File: src/rtl/reaction_timer.sv
// reaction_timer: ms up/down timer with ms tick, zero flag and preload (random when TIMER_RANDOM_DELAY_EN)
module reaction_timer #(
  parameter int MAX_MS       = 2047,
  parameter int CLKS_PER_MS  = 50000,
  parameter int MIN_DELAY_MS = 500,
  parameter int RAND_MASK    = 1023
) (
  input  logic                      clk,
  input  logic                      rst,
  input  logic                      timer_reset,
  input  logic                      up,
  input  logic                      enable,
  output logic [$clog2(MAX_MS)-1:0] timer_value,
  output logic                      ms_tick,
  output logic                      at_zero
);
  localparam int W  = $clog2(MAX_MS);
  localparam int PW = $clog2(CLKS_PER_MS);
  logic [PW-1:0] presc_q, presc_d;
  logic [W-1:0]  value_q, value_d, preload;
  logic          ms_tick_q, ms_tick_d, at_zero_q, at_zero_d, tick;
`ifdef TIMER_RANDOM_DELAY_EN
  logic [15:0] lfsr_q, lfsr_d;
  always_comb begin
    lfsr_d  = {lfsr_q[14:0], lfsr_q[15] ^ lfsr_q[13] ^ lfsr_q[12] ^ lfsr_q[10]};
    preload = W'(MIN_DELAY_MS) + W'(lfsr_q & 16'(RAND_MASK));
  end
  always_ff @(posedge clk) lfsr_q <= rst ? 16'hACE1 : lfsr_d;
`else
  always_comb preload = W'(MIN_DELAY_MS);
`endif
  always_comb begin
    tick      = enable && !timer_reset && presc_q == PW'(CLKS_PER_MS - 1);
    presc_d   = (timer_reset || tick) ? PW'(0) : enable ? presc_q + PW'(1) : presc_q;
    value_d   = timer_reset ? (up ? W'(0) : preload)
              : !tick       ? value_q
              : up          ? (value_q == W'(0) ? value_q : value_q - W'(1))
              :               (value_q == W'(MAX_MS) ? value_q : value_q + W'(1));
    ms_tick_d = tick;
    at_zero_d = value_d == W'(0);
  end
  always_ff @(posedge clk) begin
    if (rst) begin
      presc_q   <= '0;
      value_q   <= '0;
      ms_tick_q <= 1'b0;
      at_zero_q <= 1'b1;
    end else begin
      presc_q   <= presc_d;
      value_q   <= value_d;
      ms_tick_q <= ms_tick_d;
      at_zero_q <= at_zero_d;
    end
  end
  assign timer_value = value_q;
  assign ms_tick     = ms_tick_q;
  assign at_zero     = at_zero_q;
endmodule

File: config.mk
export PLATFORM = sky130hd
export DESIGN_NAME = reaction_timer
export DESIGN_NICKNAME = d
export VERILOG_FILES = /design/src/rtl/reaction_timer.sv
export SDC_FILE = /design/constraint.sdc
export NUM_CORES = 1
export LEC_CHECK = 0
export CORE_MARGIN = 1
export CORE_UTILIZATION = 60
export CTS_CLUSTER_SIZE = 40
export DETAILED_ROUTE_END_ITERATION = 8
export PLACE_DENSITY_LB_ADDON = 0.05
export SLEW_MARGIN = 20
export SYNTH_ARGS = -nofsm -noshare
export SYNTH_HDL_FRONTEND = slang
export SYNTH_SLANG_ARGS = --single-unit
File: constraint.sdc
create_clock -name clk -period 3.7 [get_ports clk]
set_input_delay 0.74 -clock clk [delete_from_list [all_inputs] [get_ports clk]]
set_output_delay 0.74 -clock clk [all_outputs]
set_load 0.01 [all_outputs]
==> flow_metrics.tcl <==
set metrics [dict create \
    status "complete, no violations" \
    final_cell_mix "nor2_1 (31), dfxtp_1 (29), nand2_1 (19), clkdlybuf4s50_1 (17), inv_1 (11)" \
    die_area_um2 3640 \
    synth_fp_nets 256 \
    ys_ff_latch 29 \
    power_frac_clock 0.328 \
    power.share.switching 0.292 \
    antenna_found_initial 0 \
    fp.dieH_um 60.4 \
    ys_warn_count 0 \
    worstPathMaxFanout 9 \
    dp.cells 296 \
    p_sw_uw 189 \
    whs_endpoint "presc_q[13]" \
    dp_slack_ps 573 \
    synth_cells 247 \
    combPwrFrac 0.161 \
    clockRootBuffer "clkbuf_4" \
    required_ps 3940 \
    core_um2 3150 \
    cts_tree "built" \
    async_reset_ff_frac 0 \
    maxCapViolCount 0 \
    synthAdderAreaFrac 0.0245 \
    critPathKind "input port to register" \
    row_count 20 \
    rr_startpoint "timer_value[1]" \
    drtIter0Drc 173 \
    cts_setup_buffers 0 \
    grt_pass1_wl_um 8250 \
    first_pass_iters 4 \
    seqPwrFrac 0.511 \
    die_w_um 60.4 \
    critPathCaptureType "register" \
    routed_via_density 6.53 \
    place_hpwl_um 3930 \
    hp-start "presc_q[13]" \
    start_kind "input port" \
    drive_gt1_frac 0.131 \
    finalCriticalPeriod_ps 2810 \
    synth_area_um2 2040 \
    synth_compound_area_frac 0.197 \
    use_met2 0.465 \
    synth-seq-area-share 0.284 \
    timing.final.ws_setup_ps 895 \
    arrival_ps 3040 \
    fin_setup_tns_ps 0 \
    ant_nets 0 \
    synth-simple-area-share 0.351 \
    grt_util_met1 0.435 \
    routedWlPerCell_um 17.4 \
    drt_wl_total_um 5300 \
    hold_violations 0 \
    clk_pin_slew_ps 100 \
    setup_viol 0 \
    finalInstanceArea_um2 2270 \
    final_common_cell "nor2_1" \
    insertion_delay_ps 340 \
    max-clock-path-buffers 2 \
    syn_to_final_growth_pct 11.1 \
    intPower_uw 458 \
    grt_use_total 0.312 \
    worstHoldPathCells 2 \
    ios 18 \
    initial_core_util 0.648 \
    synth_xor_area_frac 0.0772 \
    reg2reg_depth 8 \
    first_global_vias 1720 \
    avgSynthCellArea_um2 8.27 \
    hp-class "register to register" \
    nNetsFinal 268 \
    place_congestion 0.986 \
    cts_resized 0 \
    synth.mux.area_fraction 0.00490 \
    grt_util_met3 0.0682 \
    htree_levels 2 \
    finalMaxSlewViolations 0 \
    top_usage_layer "met2" \
    timing.reg2reg.setup_slack_ps 950 \
    p_per_area_nw_per_um2 285 \
    critPathLaunch "enable" \
    overflow 0 \
    timing.max_slew.rel_slack 0.604 \
    layout.cells.non_filler 304 \
    cts_hold_buf 0 \
    ir_drop_uv 254 \
    numCtsBuffers 5 \
    clock-sinks 29 \
    synth_edf_count 0 \
    p_leak_uw 0.000741 \
    clock_skew_ps 16.0 \
    period_share 0.758 \
    rsz0062_at_grt "false" \
    port_buffers 17 \
    vias 1986 \
    ys.flop_type "dfxtp_1" \
    r2r-end "at_zero" \
    place_area_um2 2210 \
    postLayoutCoreUtil 0.720 \
    fmax_ghz 0.356 \
    drc 0 \
    diodes 0 \
    grt_max_degree 17 \
    worstMarginPinSlew_ps 593 \
    synth_top_family_by_area "simple AND/OR/NAND/NOR gates" \
    yosysUniqueCellTypes 63 \
]
[metal layers]
| metal | up-vias | routed length [um] |
|---|---|---|
| li1 | 935 | - |
| met1 | 937 | 2340 |
| met2 | 96 | 2350 |
| met3 | 18 | 465 |
| met4 | 0 | 138 |
| met5 | - | 0 |
[metrics by stage]
stage	power, uW	hold WS (ps)
after floorplan	408	474
after global placement	440	513
after detailed placement	439	528
after CTS	647	543
after global routing	665	568
final	647	543
[cell usage after synthesis, types with 2 or more instances]
library cell | count | share of area
nor2_1 | 31 | 0.057
dfxtp_1 | 29 | 0.28
nand2_1 | 19 | 0.035
inv_1 | 11 | 0.020
nor3_1 | 10 | 0.024
xnor2_1 | 10 | 0.043
nand3_1 | 8 | 0.020
nand4_1 | 8 | 0.024
xor2_1 | 8 | 0.034
a21oi_1 | 7 | 0.017
clkbuf_1 | 7 | 0.013
o21ai_0 | 6 | 0.015
buf_2 | 5 | 0.012
nor4_1 | 5 | 0.015
ha_1 | 4 | 0.024
nor2b_1 | 4 | 0.012
a211o_1 | 3 | 0.013
a31oi_1 | 3 | 0.0092
a41o_1 | 3 | 0.015
buf_6 | 3 | 0.017
or2_2 | 3 | 0.0092
or3_1 | 3 | 0.0092
or4_1 | 3 | 0.011
a211oi_1 | 2 | 0.0073
a21o_1 | 2 | 0.0073
a221oi_1 | 2 | 0.0086
a311oi_1 | 2 | 0.0086
and4_1 | 2 | 0.0086
nand3_2 | 2 | 0.0098
nor3b_1 | 2 | 0.0073
nor3b_2 | 2 | 0.012
nor4_4 | 2 | 0.021
nor4b_1 | 2 | 0.0086
nor4b_2 | 2 | 0.015
o211ai_1 | 2 | 0.0073
o41ai_1 | 2 | 0.0086
o41ai_2 | 2 | 0.016
[worst max-delay path by stage]
stage               depth (start not counted)  slack (ps)      end
floorplan                                   8        1150  at_zero
global placement                            9         590  at_zero
detailed placement                          7         570  at_zero
CTS                                         7         920  at_zero
global route                                7         780  at_zero
finish                                      7         890  at_zero
[power by group through the flow]
stage | sequential, uW | combinational (uW) | clock (uW)
6_report | 331 | 104 | 212
5_1_grt | 332 | 110 | 223
4_1_cts | 330 | 102 | 214
3_5_place_dp | 338 | 102 | 0
3_3_place_gp | 338 | 103 | 0
2_1_floorplan | 334 | 74.4 | 0
[worst max-delay path, cell delays in order]
cell and delay (ps):
clkdlybuf4s50_1 610, nand4_1 370, or4_1 630, a211o_1 330, o211ai_2 80, nor4b_2 70, a41o_1 220
[kinds of logic after synthesis]
family | count (synthesis)
simple gates | 119
compound gates | 50
flops | 29
buf+inv | 26
xor+xnor | 18
fa+ha+maj | 4
mux | 1
[cell type report]
cell class                      count  area (um2)
Inverter                           11        41.3
Fill cell                         263         882
Tap cell                           44        55.1
Timing Repair Buffer               20         193
Clock buffer                        6        51.3
Sequential cell                    29         581
Clock inverter                      2        13.8
Multi-Input combinational cell    192        1340
[flip-flops by register name, summed over array words and instances, names as in the netlist]
signal / flops
ms_tick: 1
at_zero: 1
presc_q: 16
timer_value: 11
Power figures use the tool's default switching activity.
